===== src/rtl/mem_arb_pkg.sv =====
// mem_arb_pkg: shared encodings for the memory arbiter
package mem_arb_pkg;
  localparam logic [1:0] SZ_B = 2'b00;
  localparam logic [1:0] SZ_H = 2'b01;
  localparam logic [1:0] SZ_W = 2'b10;
  localparam logic P_FETCH = 1'b0;
  localparam logic P_LSU = 1'b1;
  typedef enum logic {IDLE, SPLIT} state_t;
endpackage


===== src/rtl/mem_lane_align.sv =====
// mem_lane_align: byte-lane placement of store data and extraction/extension of load data
module mem_lane_align import mem_arb_pkg::*; (
  input  logic [1:0]  off,
  input  logic [1:0]  size,
  input  logic [31:0] wdata,
  input  logic [31:0] hi,
  input  logic [31:0] lo,
  input  logic        uns,
  output logic [7:0]  mask,
  output logic [63:0] wide,
  output logic [31:0] rdata
);
  logic [3:0] base;
  logic [63:0] sh;
  logic [31:0] r;
  assign base = size == SZ_B ? 4'b0001 : size == SZ_H ? 4'b0011 : 4'b1111;
  assign mask = {4'b0000, base} << off;
  assign wide = {32'b0, wdata} << {off, 3'b000};
  assign sh = {hi, lo} >> {off, 3'b000};
  assign r = sh[31:0];
  assign rdata = size == SZ_B ? {{24{~uns & r[7]}}, r[7:0]} :
                 size == SZ_H ? {{16{~uns & r[15]}}, r[15:0]} : r;
endmodule


===== src/rtl/mem_arbiter.sv =====
// mem_arbiter: round-robin fetch/load-store arbiter with misaligned split and extended responses
module mem_arbiter import mem_arb_pkg::*; #(
  parameter int ADDR_W = 32,
  parameter int ADDR_S = 512,
  parameter int DATA_W = 32
) (
  input  logic              i_clk,
  input  logic              i_reset,
  input  logic              i_req0_valid,
  output logic              o_req0_ready,
  input  logic [ADDR_W-1:0] i_req0_addr,
  output logic              o_rsp0_valid,
  output logic [DATA_W-1:0] o_rsp0_data,
  output logic              o_rsp0_err,
  input  logic              i_req1_valid,
  output logic              o_req1_ready,
  input  logic [ADDR_W-1:0] i_req1_addr,
  input  logic              i_req1_we,
  input  logic [1:0]        i_req1_size,
  input  logic              i_req1_unsigned,
  input  logic [DATA_W-1:0] i_req1_wdata,
  output logic              o_rsp1_valid,
  output logic [DATA_W-1:0] o_rsp1_data,
  output logic              o_rsp1_err,
  output logic [ADDR_W-1:0] o_mem_addr,
  output logic [DATA_W-1:0] o_mem_wdata,
  output logic [3:0]        o_mem_bmask,
  output logic              o_mem_wren,
  input  logic [DATA_W-1:0] i_mem_rdata
);
  localparam logic [ADDR_W-2:0] LIM = (ADDR_W-1)'(ADDR_S);
  state_t state;
  logic last, lo_err, g0, g1, first, hi_ph, sz_bad, acc1, f_oor, n_oor, h_oor, cur_oor, unused_ok;
  logic [ADDR_W-2:0] fi, n, nh;
  logic [31:0] lo_q, rd1, ext;
  logic [7:0] mask;
  logic [63:0] wide;
  logic [3:0] cur_mask;
  assign unused_ok = &{1'b0, i_req0_addr[1:0]};
  assign fi = {1'b0, i_req0_addr[ADDR_W-1:2]};
  assign n = {1'b0, i_req1_addr[ADDR_W-1:2]};
  assign nh = n + 1'b1;
  assign f_oor = fi >= LIM;
  assign n_oor = n >= LIM;
  assign h_oor = nh >= LIM;
  assign sz_bad = i_req1_size == 2'b11;
  assign hi_ph = state == SPLIT;
  assign g0 = !i_reset && !hi_ph && i_req0_valid && (!i_req1_valid || last == P_LSU);
  assign g1 = !i_reset && (hi_ph || (i_req1_valid && (!i_req0_valid || last == P_FETCH)));
  assign first = g1 && !hi_ph && !sz_bad && |mask[7:4];
  assign o_req0_ready = g0;
  assign o_req1_ready = g1 && !first;
  assign cur_oor = hi_ph ? h_oor : n_oor;
  assign cur_mask = hi_ph ? mask[7:4] : mask[3:0];
  assign acc1 = g1 && !sz_bad && !cur_oor;
  assign rd1 = acc1 ? i_mem_rdata : '0;
  assign o_mem_addr = g0 ? {1'b0, fi} : (g1 && !sz_bad) ? {1'b0, hi_ph ? nh : n} : '0;
  assign o_mem_bmask = g0 ? (f_oor ? 4'h0 : 4'hf) : acc1 ? cur_mask : 4'h0;
  assign o_mem_wren = acc1 && i_req1_we;
  assign o_mem_wdata = acc1 ? (hi_ph ? wide[63:32] : wide[31:0]) : '0;
  mem_lane_align u_align (
    .off(i_req1_addr[1:0]),
    .size(i_req1_size),
    .wdata(i_req1_wdata),
    .hi(hi_ph ? rd1 : 32'b0),
    .lo(hi_ph ? lo_q : rd1),
    .uns(i_req1_unsigned),
    .mask(mask),
    .wide(wide),
    .rdata(ext)
  );
  // arbitration state, split capture and registered responses
  always_ff @(posedge i_clk or posedge i_reset)
    if (i_reset) begin
      state <= IDLE;
      last <= P_LSU;
      lo_q <= '0;
      lo_err <= 1'b0;
      o_rsp0_valid <= 1'b0;
      o_rsp0_data <= '0;
      o_rsp0_err <= 1'b0;
      o_rsp1_valid <= 1'b0;
      o_rsp1_data <= '0;
      o_rsp1_err <= 1'b0;
    end else begin
      state <= first ? SPLIT : IDLE;
      if (first) begin
        lo_q <= rd1;
        lo_err <= n_oor;
      end
      if (g0) last <= P_FETCH;
      else if (o_req1_ready) last <= P_LSU;
      o_rsp0_valid <= g0;
      o_rsp0_data <= (g0 && !f_oor) ? i_mem_rdata : '0;
      o_rsp0_err <= g0 && f_oor;
      o_rsp1_valid <= o_req1_ready;
      o_rsp1_data <= (o_req1_ready && !i_req1_we && !sz_bad) ? ext : '0;
      o_rsp1_err <= o_req1_ready && (sz_bad || cur_oor || (hi_ph && lo_err));
    end
endmodule

===== config.mk =====
export PLATFORM = sky130hd
export DESIGN_NAME = mem_arbiter
export DESIGN_NICKNAME = d
export VERILOG_FILES = /design/src/rtl/mem_arb_pkg.sv /design/src/rtl/mem_lane_align.sv /design/src/rtl/mem_arbiter.sv
export SDC_FILE = /design/constraint.sdc
export NUM_CORES = 1
export LEC_CHECK = 0
export CAP_MARGIN = 25
export CORE_ASPECT_RATIO = 1.75
export CORE_MARGIN = 3
export CORE_UTILIZATION = 51
export CTS_BUF_LIST = sky130_fd_sc_hd__clkbuf_16
export CTS_CLUSTER_DIAMETER = 50
export DETAILED_ROUTE_END_ITERATION = 12
export PLACE_DENSITY_LB_ADDON = 0.15
export SLEW_MARGIN = 40
export SYNTH_ARGS = -nofsm -noshare
export SYNTH_HDL_FRONTEND = slang
export SYNTH_HIERARCHICAL = 1
export SYNTH_SLANG_ARGS = --single-unit

===== constraint.sdc =====
create_clock -name i_clk -period 10.3 [get_ports i_clk]
set_input_delay 2.06 -clock i_clk [delete_from_list [all_inputs] [get_ports i_clk]]
set_output_delay 2.06 -clock i_clk [all_outputs]
set_load 0.005 [all_outputs]

* After elaboration in Yosys (flattened, before gate mapping)
Index checks and enable logic that the tools add are counted.
W data, S select, Z words.
** Word-level totals
- Memory bits (writable) :: 0
- Input port bits :: 136
- Flip-flop bits (word level) :: 103
- Word-level logic and storage cells :: 80
- Memories kept :: 0
- Output and inout bits :: 139
- Bits in read-only memories :: 0
- Latch bits :: 0
** Cells by class
- Bitwise logic cells :: 4
- Equal/unequal tests :: 2
- Muxes and demuxes :: 22
- Magnitude comparators :: 3
- Multipliers :: 0
- Add/sub/neg operators :: 1
- Shifts and indexed selects :: 3
- Div/mod/pow operators :: 0
- Reduce and logical (&&, ||, !) cells :: 35
** Operator list (count)
- $mux W32 :: 9
- $mux W31 :: 3
- $shl A32 B5 Y64 :: 1
- $shr A64 B5 Y32 :: 1
- $ge A30 B10 Y1 const B :: 2
- $add A30 B1 Y31 const B :: 1
- $ge A31 B10 Y1 const B :: 1
- $mux W4 :: 6
- $logic_and A1 B1 Y1 :: 18
- $logic_not A1 Y1 :: 9
- $shl A4 B2 Y8 :: 1
- $logic_or A1 B1 Y1 :: 5
- $mux W1 :: 4
- $reduce_or A4 Y1 :: 1
- $and A1 B1 Y1 :: 2
- $eq A2 B1 Y1 const B :: 1
- $eq A2 B2 Y1 const B :: 1
- $logic_not A2 Y1 :: 1
- $not A1 Y1 :: 2
- $reduce_bool A2 Y1 :: 1

* Logic depth before layout (Yosys ltp)
Gate-level depths: netlist (run 1).
- Word-level depth :: 14
- Depth in mapped cells :: 14
- Mapped depth without buffers :: 11

* By module
The synthesis (run 1) kept the hierarchy.
** By module, submodules not included
- mem_arbiter :: area an instance 6251.0 sq um, seq. area each 2578.7 sq um, instances 1, cells each 704
- mem_lane_align :: area an instance 2048.2 sq um, seq. area each 0.0 sq um, instances 1, cells each 242

* Worst setup path before layout (run 1)
No wires, ideal clock.
- Path type :: input -> output
- Start point :: input port i_reset
- End point :: output port o_mem_addr[21]
- Path buffers :: 2
- Data required time :: 8240 ps
- Stages on the path :: 6
- Path slack :: 2866 ps
- Data arrival time :: 5374 ps
- Path through :: inv_1 -> o2111a_1 -> clkbuf_1 -> clkbuf_1 -> nand2_1 -> o21ai_0
** On the way
- Word-level cells in the longest chain between the ends :: 5
- Elaborated cells between the ends (all ways) :: 8
- Classes of those cells :: mux (2); reduce/logical (6)
** RTL lines
- from (decl) :: line mem_arbiter.sv:8 : input logic i_reset,
- $logic_not A1 Y1 (no source line)
- $logic_and A1 B1 Y1 (3 in series) :: line mem_arbiter.sv:48 : assign g0 = !i_reset && !hi_ph && i_req0_valid && (!i_req1_valid || last == P_LSU);
- net o_req0_ready :: line mem_arbiter.sv:10 : output logic o_req0_ready,
- $mux W31 :: line mem_arbiter.sv:57 : assign o_mem_addr = g0 ? {1'b0, fi} : (g1 && !sz_bad) ? {1'b0, hi_ph ? nh : n} : '0;
- to (decl) :: line mem_arbiter.sv:25 : output logic [ADDR_W-1:0] o_mem_addr,
The timed path passes the listed nets, and every way through them passes these cells.

* Worst setup path in the final report (run 1)
- Start point :: input port i_req1_addr[12]
- End point :: output port o_mem_wdata[14]
** On the way
- Word-level cells in the longest chain between the ends :: 6
- Elaborated cells between the ends (all ways) :: 7
- Classes of those cells :: add/sub (1); order compare (2); mux (2); reduce/logical (2)
** RTL lines
- from (decl) :: line mem_arbiter.sv:17 : input logic [ADDR_W-1:0] i_req1_addr,
- $add A30 B1 Y31 :: line mem_arbiter.sv:42 : assign nh = n + 1'b1;
- $ge A31 B10 Y1 :: line mem_arbiter.sv:45 : assign h_oor = nh >= LIM;
- $mux W1 * :: line mem_arbiter.sv:53 : assign cur_oor = hi_ph ? h_oor : n_oor;
- $logic_not A1 Y1 * :: line mem_arbiter.sv:55 : assign acc1 = g1 && !sz_bad && !cur_oor;
- $logic_and A1 B1 Y1 * :: line mem_arbiter.sv:55
- $mux W32 * :: line mem_arbiter.sv:60 : assign o_mem_wdata = acc1 ? (hi_ph ? wide[63:32] : wide[31:0]) : '0;
- to (decl) :: line mem_arbiter.sv:26 : output logic [DATA_W-1:0] o_mem_wdata,
Every way passes the cells marked *; elsewhere a longest branch is shown, timed or not.

==> out/results.ini, run 1 <==
[sta]
hold_violations=0
setup-tns-final_ns=0
tightestPinTransition_ns=0.738
period_share_pct=78.9
setup_violations=0
final-max-slew-violation-count=0
timing.final.crit_period_ns=8.13
rsz0062_at_grt=false
fin_skew_ns=0.0106
max_slew_margin_pct=50.7
max_freq_mhz=123

[floorplanning]
die_w_um=102
placementRows=60
core-area_mm2=0.0156
fp.dieH_um=174
num_io_pins=275
initial_core_util_pct=52.8
die-area_mm2=0.0178

[critical_path]
cp.arrival_ns=6.07
crit_type=in2out
crit_slowest_cell=clkdlybuf4s50_1
crit_path_end_kind=output pin
path_cells=clkdlybuf4s50_1, nand4_2, nor4_1, mux2i_1, nand3_1, a2111oi_4, buf_4, and2_1, buf_4, a22o_1, clkdlybuf4s50_1
cp_max_fo=27
required_ns=8.24
critPathMaxStageDelay_ns=0.79
start_kind=input pin
r2r_start=last
critPathLaunch=i_req1_addr[12]

[cells_and_area]
nets=1281
drive_gt1_share_pct=8.97
seq_area_mm2=0.00258
area_delta_synth_final_pct=35.3
postLayoutCellArea_mm2=0.0112
postLayoutCoreUtil_pct=71.5
multi_input_area_mm2=0.00515
fill_cells=1244
diodes=0

[pwr]
ir_drop_mv=0.0855
finalPower_mw=1.16
p_per_area_mw_per_mm2=104
total_leakage_power_nw=4.69

[detailed_routing]
viasPerCell=6.11
drcViolationCount=0
drt.antenna.violating_nets=0
drtPass1Iterations=5
initialDrtViolationCount=562
vias=8156
post_drt_wl_per_cell_um=20.1
finalWirelength_um=26800

[global_route]
gr-total-overflow=0
grt_use_total_pct=30.0
grt_pass1_vias=8031
grt_max_degree=85
grt_pass1_wl_um=42200
antenna_found_initial=0

[status]
outcome=finished, final reports clean

[clocking]
hold_buffers=0
cts_root_buffer=clkbuf_16
cts_tree=built
post-cts-setup-buffer-count=0
htreeDepth=3
clk_latency_ns=0.35
clock_sinks=103
cts_resized=0
clk_pin_slew_worst_paths_ns=0.07
cts_buffers=9
cts-root-to-sink-buffers=2

[logic_synthesis]
yosys_warnings=6
syn_area_per_cell_um2=8.79
synth_cells=938
syn_area_mm2=0.00825

[hold_path]
min_path_type=reg2reg
min_from=lo_err

[placement]
routabilityCongestion=0.950
hpwl_um=19700
placed_area_mm2=0.0108
port_buffers=271

[run]
cap_violations=0

-- cell type report --
class                   instances  share of cell area (%)
clock buffers                   9                    2.02
clock inverters                 7                   0.864
inverters                       8                   0.292
multi-input cells             733                    46.2
flip-flops and latches        103                    23.1
well taps                     186                    2.09
repair buffers                288                    25.5
-- where the power goes --
| part | total (mW) | internal [mW] | switching, mW | leakage (nW) |
|---|---|---|---|---|
| combinational | 0.311 | 0.154 | 0.158 | 3.15 |
| clock | 0.367 | 0.214 | 0.153 | 0.159 |
| sequential | 0.478 | 0.452 | 0.0266 | 1.38 |
-- metal layers --
layer / up-vias / share of wire [%] / GRT usage, %
li1: 3771 / - / -
met1: 3864 / 34 / 32.7
met2: 423 / 52 / 52.7
met3: 98 / 6.8 / 4.94
met4: 0 / 7.0 / 18.3
met5: - / 0 / 0
-- layout by cell type (no fill, tap or decap), types with 3 or more instances in the layout --
cell             instances
a21o_1                   3
a21oi_1                 14
a22o_1                  71
and2_1                  46
and3_1                  67
and4_1                   7
buf_4                   16
clkbuf_16                9
clkdlybuf4s50_1        269
conb_1                  10
dfrtp_1                101
inv_1                    7
mux2_2                   9
mux2i_1                 32
mux4_2                  32
nand2_1                 86
nand3_1                 15
nand4_1                 12
nor2_1                 107
nor2b_1                 11
nor3_1                  42
nor4_1                  12
o21ai_0                 61
o21ai_1                  3
o21bai_1                 4
o31a_1                   3
or2_2                    4
or4_1                    3
xnor2_1                 17
xor2_1                  18
-- per-stage QoR --
stage / setup WS, ns / std cells / hold WS [ns]
finish: 2.17 / 1334 / 0.494
global route: 1.94 / 1334 / 0.520
CTS: 2.19 / 1333 / 0.504
detailed placement: 2.21 / 1317 / 0.487
global placement: 2.25 / 1317 / 0.461
floorplan: 2.87 / 946 / 0.450
-- state kept, by name, indices dropped and copies added (netlist names) --
signal        count
o_rsp0_err        1
o_rsp0_valid      1
hi_ph             1
o_rsp1_err        1
o_rsp0_data      32
o_rsp1_data      32
last              1
o_rsp1_valid      1
lo_q             32
lo_err            1
-- path summary, 6_finish.rpt --
kind,depth (start not counted),to,slack [ns]
worst max register to register,12,o_rsp1_data[19],6.59
worst min-delay path,1,lo_err,0.49
min in group asynchronous,2,hi_ph,2.16
max in group asynchronous,3,o_rsp1_data[25],7.00
worst max-delay path,11,o_mem_wdata[14],2.17
worst min register to register,1,lo_err,0.49
-- critical path: cells and delay by family --
kind	cells	cell delay [ns]
buf+inv	4	2.01
simple gates	4	1.20
compound gates	2	0.51
mux	1	0.27
Power figures use the tool's default switching activity.
==> run 2: changes to the inputs <==
CORE_UTILIZATION = 47   (was 51)
clock period = 7.5 ns   (was 10.3 ns; I/O delays follow)
==> run 2 against run 1 <==
Count of clock-buffer cells in the layout stayed put. Sequential power is 37% higher. Setup slack worse by 1.3 ns. Non-clock buffer count is 1 higher. First-iteration DRC count is 30% lower. Die area is 8.1% higher. Largest cell class unchanged. Clock power is 43% higher. Hold slack worse by 0.0040 ns. Critical path depth is 1 lower. Via count is 1.2% lower.
==> out/results.ini, run 2 (synthesis results as in run 1) <==
[status]
outcome=finished, final reports clean

[detailed_routing]
initialDrtViolationCount=391  ; -30%
drt.antenna.violating_nets=0  ; unchanged
drcViolationCount=0  ; unchanged
vias=8060  ; -1.2%
drtPass1Iterations=4  ; -1
post_drt_wl_per_cell_um=20.2  ; +0.26%
finalWirelength_um=27700  ; +3.4%
viasPerCell=5.86  ; -4.2%

[global_route]
antenna_found_initial=1  ; +1
gr-total-overflow=0  ; unchanged
grt_pass1_wl_um=43700  ; +3.4%
grt_use_total_pct=28.7  ; -1.3 points
grt_pass1_vias=8046  ; +0.19%
grt_max_degree=71  ; -16%

[floorplanning]
num_io_pins=275  ; unchanged
core-area_mm2=0.0171  ; +9.5%
initial_core_util_pct=48.2  ; -4.6 points
fp.dieH_um=181  ; +4.0%
die-area_mm2=0.0192  ; +8.1%
die_w_um=106  ; +3.9%
placementRows=63  ; +5.0%

[critical_path]
r2r_end=o_rsp1_data[20]
start_kind=input pin
reg2regPathDepth=12  ; unchanged
required_ns=6.00  ; -2.24 ns
cp_max_fo=31  ; +15%
cp-endpoint=o_mem_wdata[11]
crit_type=in2out
r2r_start=last
ff2ff_setup_slack_ns=3.86  ; -2.73 ns
crit_path_end_kind=output pin
cp.arrival_ns=5.10  ; -0.97 ns
critPathLaunch=i_req1_addr[13]

[cells_and_area]
postLayoutCoreUtil_pct=65.8  ; -5.7 points
fill_cells=1489  ; +20%
diodes=0  ; unchanged
drive_gt1_share_pct=8.88  ; -0.095 points
final_cell_mix=clkdlybuf4s50_1, nor2_1, dfrtp_1
final_common_cell=clkdlybuf4s50_1
nets=1282  ; +0.078%
reg.largest.list=lo_q x32, o_rsp0_data x32, o_rsp1_data x32
area_delta_synth_final_pct=36.4

[sta]
setup_violations=0  ; unchanged
max_slew_margin_pct=44.3  ; -6.4 points
final-max-slew-violation-count=0  ; unchanged
rsz0062_at_grt=false
hold_violations=0  ; unchanged
tightestPinTransition_ns=0.835  ; +0.0974 ns
timing.final.crit_period_ns=6.60
timing.final.ws_setup_ns=0.896  ; -1.27 ns
max_freq_mhz=151
setup-tns-final_ns=0  ; unchanged
period_share_pct=88.1
fin_skew_ns=0.00789  ; -0.00275 ns

[pwr]
switching_share_pct=28.3  ; -0.86 points
p_switching_mw=0.456  ; +35%
pwr-share-comb_pct=26.8  ; about the same
finalPower_mw=1.61  ; +39%
p_int_mw=1.16  ; +41%
seqPwrFrac_pct=40.7  ; -0.6 points
clockPowerShare_pct=32.5  ; +0.8 points
p_per_area_mw_per_mm2=143  ; +38%
total_leakage_power_nw=4.70  ; +0.31%
ir_drop_mv=0.146  ; +71%

[clocking]
cts_resized=0  ; unchanged
clock_sinks=103  ; unchanged
post-cts-setup-buffer-count=0  ; unchanged
hold_buffers=0  ; unchanged
cts_buffers=9  ; unchanged
cts_tree=built
cts-root-to-sink-buffers=2  ; unchanged
cts_root_buffer=clkbuf_16
clk_latency_ns=0.34  ; about the same
clk_pin_slew_worst_paths_ns=0.07  ; about the same
htreeDepth=3  ; unchanged

[placement]
place_worst_setup_slack_ns=0.938  ; -1.27 ns
hpwl_um=20800  ; +5.2%
routabilityCongestion=0.933  ; -1.7%
port_buffers=271  ; unchanged

[run]
cap_violations=0  ; unchanged

[hold_path]
min_path_type=reg2reg

run 2: power groups by stage:
| stage | Clock [mW] | Combinational, mW | Sequential [mW] |
|---|---|---|---|
| detailed placement | 0 | 0.429 | 0.665 |
| global placement | 0 | 0.423 | 0.661 |
| floorplan | 0 | 0.252 | 0.656 |
| finish | 0.524 | 0.432 | 0.656 |
| global route | 0.557 | 0.473 | 0.663 |
| CTS | 0.531 | 0.432 | 0.654 |
run 2: layout make-up:
cell class / instances / area [µm²] / share of cell area, %
multi-input cells: 733 / 5150 / 45.8
inverters: 8 / 32.5 / 0.289
clock buffers: 9 / 225 / 2.00
repair buffers: 289 / 2870 / 25.5
clock inverters: 7 / 110 / 0.979
flip-flops and latches: 103 / 2580 / 22.9
well taps: 227 / 284 / 2.52
run 2: how the worst min path moves through the flow:
stage,end,slack (ns),start,cells after the start
floorplan,lo_err,0.45,lo_err,1
global placement,lo_err,0.46,lo_err,1
detailed placement,lo_err,0.47,lo_err,1
CTS,lo_err,0.49,lo_err,1
global route,lo_err,0.53,lo_err,1
finish,lo_err,0.49,lo_err,1
run 2: per-stage QoR:
step	instances	cell area (µm²)	hold slack (ns)
after global routing	1376	11200	0.526
final	1376	11200	0.490
after detailed placement	1359	10900	0.474
after CTS	1375	11200	0.492
after global placement	1359	10900	0.463
after floorplan	946	8280	0.450
run 2: critical path, cell delays in order:
cell	delay (ns)
clkdlybuf4s50_1	0.74
nand4_2	0.23
nor4_1	0.44
mux2i_1	0.26
nand3_1	0.15
a2111oi_4	0.50
and2_1	0.20
buf_4	0.32
a22o_1	0.18
clkdlybuf4s50_1	0.56
run 2: layer usage:
metal | share of wire, % | up-vias | track usage, %
li1 | - | 3778 | -
met1 | 34 | 3817 | 30.7
met2 | 54 | 386 | 53.3
met3 | 6.5 | 77 | 4.29
met4 | 5.8 | 2 | 15.2
met5 | 0.036 | - | 0
==> run 3: changes to the inputs <==
CELL_PAD_IN_SITES_DETAIL_PLACEMENT = 0   (was not set)
CELL_PAD_IN_SITES_GLOBAL_PLACEMENT = 1   (was not set)
CORE_UTILIZATION = 34   (was 47)
CTS_CLUSTER_DIAMETER = 40   (was 50)
==> run 3 against run 2 <==
Sequential cell count unchanged. First-iteration DRC count increased by 39%. Hold slack got worse by 0.0053 ns. Final area increased by 0.98%. Routed wire length increased by 7.9%. Critical path depth unchanged. Register-to-register slack got worse by 0.16 ns. Sequential power about the same. Clock skew increased by 0.0055 ns. Total power decreased by 0.57%. Sequential share of layout area decreased by 0.22 points. Largest cell class unchanged.
==> out/results.ini, run 3 (synthesis results as in run 1) <==
[critical_path]
required_ns=6.00  ; about the same
cp.arrival_ns=5.06  ; -0.04 ns
start_kind=input pin
crit_path_end_kind=output pin
cp_max_fo=26  ; -16%
crit_type=in2out

[clocking]
clock_sinks=103  ; unchanged
cts-root-to-sink-buffers=2  ; unchanged
hold_buffers=0  ; unchanged
cts_resized=0  ; unchanged
clk_latency_ns=0.36  ; +0.02 ns
post-cts-setup-buffer-count=0  ; unchanged
clk_pin_slew_worst_paths_ns=0.07  ; about the same
cts_tree=built
htreeDepth=3  ; unchanged
cts_root_buffer=clkbuf_16
cts_buffers=9  ; unchanged

[detailed_routing]
drtPass1Iterations=5  ; +1
initialDrtViolationCount=545  ; +39%
viasPerCell=5.45  ; -6.9%
finalWirelength_um=29900  ; +7.9%
post_drt_wl_per_cell_um=20.6  ; +2.0%
vias=7931  ; -1.6%
drt.antenna.violating_nets=0  ; unchanged
drcViolationCount=0  ; unchanged

[sta]
timing.final.ws_setup_ns=0.942  ; +0.0454 ns
max_freq_mhz=152  ; +0.69%
timing.final.crit_period_ns=6.56  ; -0.0454 ns
rsz0062_at_grt=false
hold_violations=0  ; unchanged
fin_skew_ns=0.0133  ; +0.00545 ns
tightestPinTransition_ns=0.838  ; +0.00231 ns
period_share_pct=87.4  ; -0.61 points
setup-tns-final_ns=0  ; unchanged
max_slew_margin_pct=44.0  ; -0.27 points
setup_violations=0  ; unchanged
final-max-slew-violation-count=0  ; unchanged

[cells_and_area]
nets=1284  ; +0.16%
layout.cells.non_filler=1455  ; +5.7%
reg.largest.list=lo_q x32, o_rsp0_data x32, o_rsp1_data x32
drive_gt1_share_pct=9.30  ; +0.42 points
area_delta_synth_final_pct=37.7
diodes=0  ; unchanged
final_common_cell=clkdlybuf4s50_1
postLayoutCellArea_mm2=0.0114  ; +0.98%
final_cell_mix=clkdlybuf4s50_1, nor2_1, dfrtp_1
fill_cells=2352  ; +58%

[pwr]
p_int_mw=1.13  ; -2.4%
p_switching_mw=0.474  ; +4.0%
clockPowerShare_pct=31.7  ; -0.8 points
total_leakage_power_nw=4.71  ; +0.12%
ir_drop_mv=0.0902  ; -38%
pwr-share-comb_pct=27.3  ; +0.5 points
p_per_area_mw_per_mm2=141  ; -1.5%
switching_share_pct=29.6  ; +1.3 points
seqPwrFrac_pct=41.0  ; +0.3 points

[global_route]
antenna_found_initial=0  ; -1
grt_max_degree=68  ; -4.2%
grt_pass1_wl_um=45300  ; +3.6%
grt_use_total_pct=22.4  ; -6.3 points
grt_pass1_vias=7887  ; -2.0%
gr-total-overflow=0  ; unchanged

[floorplanning]
die-area_mm2=0.0262  ; +36%
initial_core_util_pct=34.9  ; -13 points
die_w_um=124  ; +17%
num_io_pins=275  ; unchanged
placementRows=74  ; +17%
fp.dieH_um=212  ; +17%
core-area_mm2=0.0236  ; +38%

[placement]
placed_area_mm2=0.0110  ; +1.3%
routabilityCongestion=0.884  ; -5.3%
place_worst_setup_slack_ns=0.877  ; -0.0617 ns
dp_cells=1438  ; +5.8%
hpwl_um=22700  ; +9.3%
port_buffers=271  ; unchanged

[run]
cap_violations=0  ; unchanged

[status]
outcome=finished, final reports clean

[hold_path]
min_path_type=reg2reg

## run 3: cell count changes in the layout (fill, tap and decap cells not counted), sizes merged
cell / delta
buf: +2
bufinv: -1
clkinv: -1
clkinvlp: +2
## run 3: routing by layer
metal  vias to the layer above  global-route usage [%]  share of wire, %
met2                       242                    43.3                57
met4                         0                    8.41               3.2
met5                         -                       0                 0
li1                       3784                       -                 -
met3                        43                    3.19               4.4
met1                      3862                    23.9                35
## run 3: path summary, 6_finish.rpt
path	from	to	slack (ns)	cells past startpoint
worst max-delay path	i_req1_addr[12]	o_mem_wdata[30]	0.94	10
worst min register to register	lo_err	lo_err	0.48	1
max in group asynchronous	i_reset	o_rsp1_data[12]	4.95	3
worst min-delay path	lo_err	lo_err	0.48	1
min in group asynchronous	i_reset	hi_ph	1.56	2
worst max register to register	last	o_rsp1_data[19]	3.70	12
## run 3: worst max-delay path, stage by stage
cell and delay, ns:
clkdlybuf4s50_1 0.79, nand4_2 0.23, nor4_1 0.45, mux2i_1 0.27, nand3_1 0.16, a2111oi_4 0.36, buf_4 0.34, a21bo_2 0.20
nor3b_1 0.17, clkdlybuf4s50_1 0.57
## run 3: layout make-up
class,count,area [µm²],share of cell area (%)
Multi-Input combinational cell,733,5150,45.3
Sequential cell,103,2580,22.7
Tap cell,304,380,3.35
Clock inverter,7,96.3,0.848
Clock buffer,9,225,1.98
Inverter,8,32.5,0.286
Timing Repair Buffer,291,2900,25.5
## run 3: stage by stage
stage	power, mW	util (%)	hold WS, ns
global placement	1.09	46.5	0.466
finish	1.60	48.1	0.485
floorplan	0.908	-	0.450
global route	1.68	48.1	0.517
CTS	1.61	48.0	0.492
detailed placement	1.11	46.7	0.474
## run 3: power groups by stage
stage               clock network, mW  logic [mW]  registers (mW)
floorplan                           0       0.252           0.656
global placement                    0       0.431           0.664
detailed placement                  0       0.439           0.667
CTS                             0.517       0.441           0.657
global route                    0.535       0.480           0.665
finish                          0.508       0.437           0.658
==> variant 1, RTL diff (flow settings as in run 2) <==
Remove the register `o_rsp0_err`: a continuous assignment takes its place, so the output `o_rsp0_err` follows one clock earlier.
--- a/src/rtl/mem_arbiter.sv
+++ b/src/rtl/mem_arbiter.sv
@@ -79,5 +79,4 @@
       o_rsp0_valid <= 1'b0;
       o_rsp0_data <= '0;
-      o_rsp0_err <= 1'b0;
       o_rsp1_valid <= 1'b0;
       o_rsp1_data <= '0;
@@ -93,8 +92,9 @@
       o_rsp0_valid <= g0;
       o_rsp0_data <= (g0 && !f_oor) ? i_mem_rdata : '0;
-      o_rsp0_err <= g0 && f_oor;
       o_rsp1_valid <= o_req1_ready;
       o_rsp1_data <= (o_req1_ready && !i_req1_we && !sz_bad) ? ext : '0;
       o_rsp1_err <= o_req1_ready && (sz_bad || cur_oor || (hi_ph && lo_err));
     end
+
+  assign o_rsp0_err = g0 && f_oor;
 endmodule
Function: changed (a bounded check fails within 4 cycles, from zero or initial values and one cycle with i_reset high).
==> variant 1 against run 2 <==
- area after synthesis fell by 0.30%
- critical endpoint is now o_mem_wdata[12]
- cell area is 0.56% lower
- first-iteration DRC count decreased by 2.0%
- power fell by 2.1%
- largest power group unchanged
- highest routed layer is now met4
- sequential cell count fell by 1
- worst setup slack gained 0.057 ns
- non-clock buffer count is 1 lower
- largest cell class unchanged
- wire length is 3.5% lower
==> variant 1: results (changes against run 2) <==
run status finished clean; Final #Nets 1280 (-0.16%); r2r setup slk 3.54 ns (-0.32 ns); initial antenna violation count 0 (-1); P_leak 0.00466 uW (-0.83%); CP max FO 31 (unchanged); fill count 1465 (-1.6%); crit path launch i_req1_addr[13]; Clock Tree Buf Depth 2 (unchanged); port bufs 271 (unchanged); launch point of the worst reg-to-reg path hi_ph; global-route wire length before repair 43.0 mm (-1.6%); DP Wirelength 20.0 mm (-3.7%); post-CTS setup buffers 0 (unchanged); Slew @ Worst Pin 0.798 ns (-0.0376 ns); slowest cell on the critical path clkdlybuf4s50_1; Max VDD drop 126 uV (-14%); r2r endpoint o_rsp1_data[20]; router iterations before antenna repair 5 (+1); Hold Path End lo_err; worst hold path class flop to flop; biggest regs lo_q x32, o_rsp0_data x32, o_rsp1_data x32; total CTS buffers 9 (unchanged); largest net degree at the start of global routing 79 (+11%); vias in the first global route 8068 (+0.27%); Fin Clk Skew 0.0108 ns (+0.00293 ns); Initial DRC Count 383 (-2.0%); Hold Crit Start lo_err; slowest stage delay, CP 0.79 ns (+0.05 ns); clk_lat worst skew ~0.35 ns; Tot GR Track Use 0.280 (-0.00730); H-tree levels 3 (unchanged); share of cells above drive strength 1 0.0898 (+0.00103); diode count 0 (unchanged); RePlAce Congestion 0.920 (-1.5%); Vias/cell 5.80 (-0.91%); root buffer cell clkbuf_16; placed cell areas 10900 sq um (-0.21%); worst r2r path cells 11 (-1); clock-pin slew on the worst setup and hold paths 0.07 ns (about the same); WL final 26.8 mm (-3.5%)
[variant 1: critical path, delay by kind of cell]
kind	cells	cell delay, ns
simple gates	5	1.34
buf+inv	3	1.66
compound gates	2	0.54
[variant 1: area by class of cell]
cell class	instances	area [sq um]	area share
Multi-Input combinational cell	733	5150	0.460
Timing Repair Buffer	288	2840	0.254
Sequential cell	102	2550	0.228
Tap cell	227	284	0.0254
Clock buffer	9	225	0.0201
Clock inverter	7	97.6	0.00872
Inverter	8	32.5	0.00291
[variant 1: through the flow]
stage | hold slack (ns) | setup slack [ns] | total power [uW] | utilization | std cells
2_1_floorplan | 0.450 | 1.21 | 902 | - | 945
3_3_place_gp | 0.463 | 1.03 | 1080 | 0.637 | 1358
3_5_place_dp | 0.466 | 0.992 | 1080 | 0.638 | 1358
4_1_cts | 0.491 | 0.994 | 1590 | 0.657 | 1374
5_1_grt | 0.525 | 0.774 | 1660 | 0.657 | 1374
6_report | 0.492 | 0.953 | 1580 | 0.657 | 1374
[variant 1: metal layers]
metal  wire length (microns)  share of wire  track usage
met1                    9280           0.35        0.306
met2                   14300           0.53        0.504
met3                    1620          0.061       0.0501
met4                    1610          0.060        0.156
met5                       0              0            0
[variant 1: worst max path at each step]
stage	endpoint	slack, ns	cells after the start
after floorplan	o_mem_addr[21]	1.21	6
after global placement	o_mem_wdata[30]	1.03	10
after detailed placement	o_mem_wdata[30]	0.99	10
after CTS	o_mem_wdata[30]	0.99	10
after global routing	o_mem_bmask[1]	0.77	10
final	o_mem_wdata[12]	0.95	10
[variant 1: where the power goes]
part	switching, uW	total [uW]	internal, uW
Combinational	218	429	211
Clock	206	499	293
Sequential	35.4	650	614
Total	459	1580	1120
==> variant 2, RTL diff (settings of run 2) <==
Made on the original files. The parameter `ADDR_W` goes from 32 to 64.
--- a/src/rtl/mem_arbiter.sv
+++ b/src/rtl/mem_arbiter.sv
@@ -1,5 +1,5 @@
 // mem_arbiter: round-robin fetch/load-store arbiter with misaligned split and extended responses
 module mem_arbiter import mem_arb_pkg::*; #(
-  parameter int ADDR_W = 32,
+  parameter int ADDR_W = 64,
   parameter int ADDR_S = 512,
   parameter int DATA_W = 32
Interface: changed (resized i_req0_addr, i_req1_addr and o_mem_addr); port bits go from 275 to 371. The function was not compared with the original's and may differ.
==> variant 2 against run 2 <==
- area after synthesis up 24%
- sequential cell count did not move
- worst setup slack lost 0.69 ns
- sequential power is 3.4% lower
- power grew 2.0%
- clock skew shrank 0.00076 ns
- wire length increased by 64%
- cell area up 31%
- critical endpoint is now o_mem_bmask[1]
- highest routed layer is now met4
==> variant 2: results (changes against run 2) <==
r2r setup slk 2.63 ns (-1.23 ns); hold_ws 0.496 ns (+0.00632 ns); slowest cell on the critical path or4_1; launch point of the worst reg-to-reg path hi_ph; RePlAce Congestion 1.03 (+10%); run status finished clean; WL final 45.4 mm (+64%); Tot GR Track Use 0.369 (+0.0817); Initial DRC Count 1149 (+190%); Worst Path Arrival 5.79 ns (+0.69 ns); Largest delay share family, worst path simple AND/OR/NAND/NOR gates; clock-pin slew on the worst setup and hold paths 0.07 ns (about the same); Max VDD drop 110 uV (-25%); slowest stage delay, CP 0.66 ns (-0.08 ns); root buffer cell clkbuf_16; Hold Path End lo_err; global-route wire length before repair 68.3 mm (+56%); P_leak 0.00566 uW (+20%); largest net degree at the start of global routing 72 (+1.4%); Syn. warnings 6 (unchanged); port bufs 367 (+35%); fill count 1681 (+13%); internal power 1110 uW (-3.9%); H-tree levels 3 (unchanged); router iterations before antenna repair 8 (+4); worst r2r path cells 11 (-1); initial antenna violation count 0 (-1); Vias/cell 6.16 (+5.1%); CP max FO 7 (-77%); Fin Clk Skew 0.00713 ns (-0.000760 ns); Slew HR 0.378 (-0.0650); DP Wirelength 36.1 mm (+74%); Final #Nets 1846 (+44%); share of cells above drive strength 1 0.116 (+0.0277); vias in the first global route 11900 (+48%)
==> variant 2: worst max-delay path by stage <==
stage                                  to  depth (start not counted)       startpoint
final                      o_mem_bmask[1]                         11  i_req1_addr[10]
after global routing       o_mem_wdata[9]                         12  i_req1_addr[10]
after CTS                  o_mem_bmask[1]                         13   i_req1_addr[6]
after detailed placement  o_mem_wdata[10]                         12  i_req1_addr[12]
after global placement    o_mem_wdata[10]                         12  i_req1_addr[12]
after floorplan           o_mem_wdata[10]                          5          i_reset
==> variant 2: area by class of cell <==
class                      count  share of cell area
clock buffer                   9              0.0153
clock inverter                 7             0.00331
inverter                      13             0.00348
multi-input combinational   1049               0.476
sequential                   103               0.175
tap                          288              0.0244
timing repair buffer         468               0.302
==> variant 2: per-stage QoR <==
step / cells / util / area [sq um] / worst slack [ns]
global route: 1937 / 0.696 / 14800 / 0.0323
CTS: 1936 / 0.694 / 14700 / 0.168
global placement: 1920 / 0.680 / 14400 / 0.183
finish: 1937 / 0.696 / 14800 / 0.210
floorplan: 1303 / - / 10300 / 0.994
detailed placement: 1920 / 0.681 / 14400 / 0.189
==> variant 2: power groups by stage <==
stage                     combinational [uW]  clock, uW  sequential [uW]
after global routing                     616        462              640
final                                    577        433              634
after floorplan                          272          0              631
after CTS                                568        436              633
after global placement                   555          0              640
after detailed placement                 565          0              643
==> variant 2: repair_timing <==
item                                   in CTS  in global routing
hold buffers                                0                  0
resized for setup                           0                  7
setup endpoints to repair                   0                 29
endpoints found under the hold margin       0                  0
==> variant 2: per-layer routing <==
metal,up-vias,GRT usage,wire length [microns]
li1,5354,-,-
met1,5692,0.397,15000
met2,730,0.693,24200
met3,149,0.0346,3120
met4,0,0.219,3060
met5,-,0,0
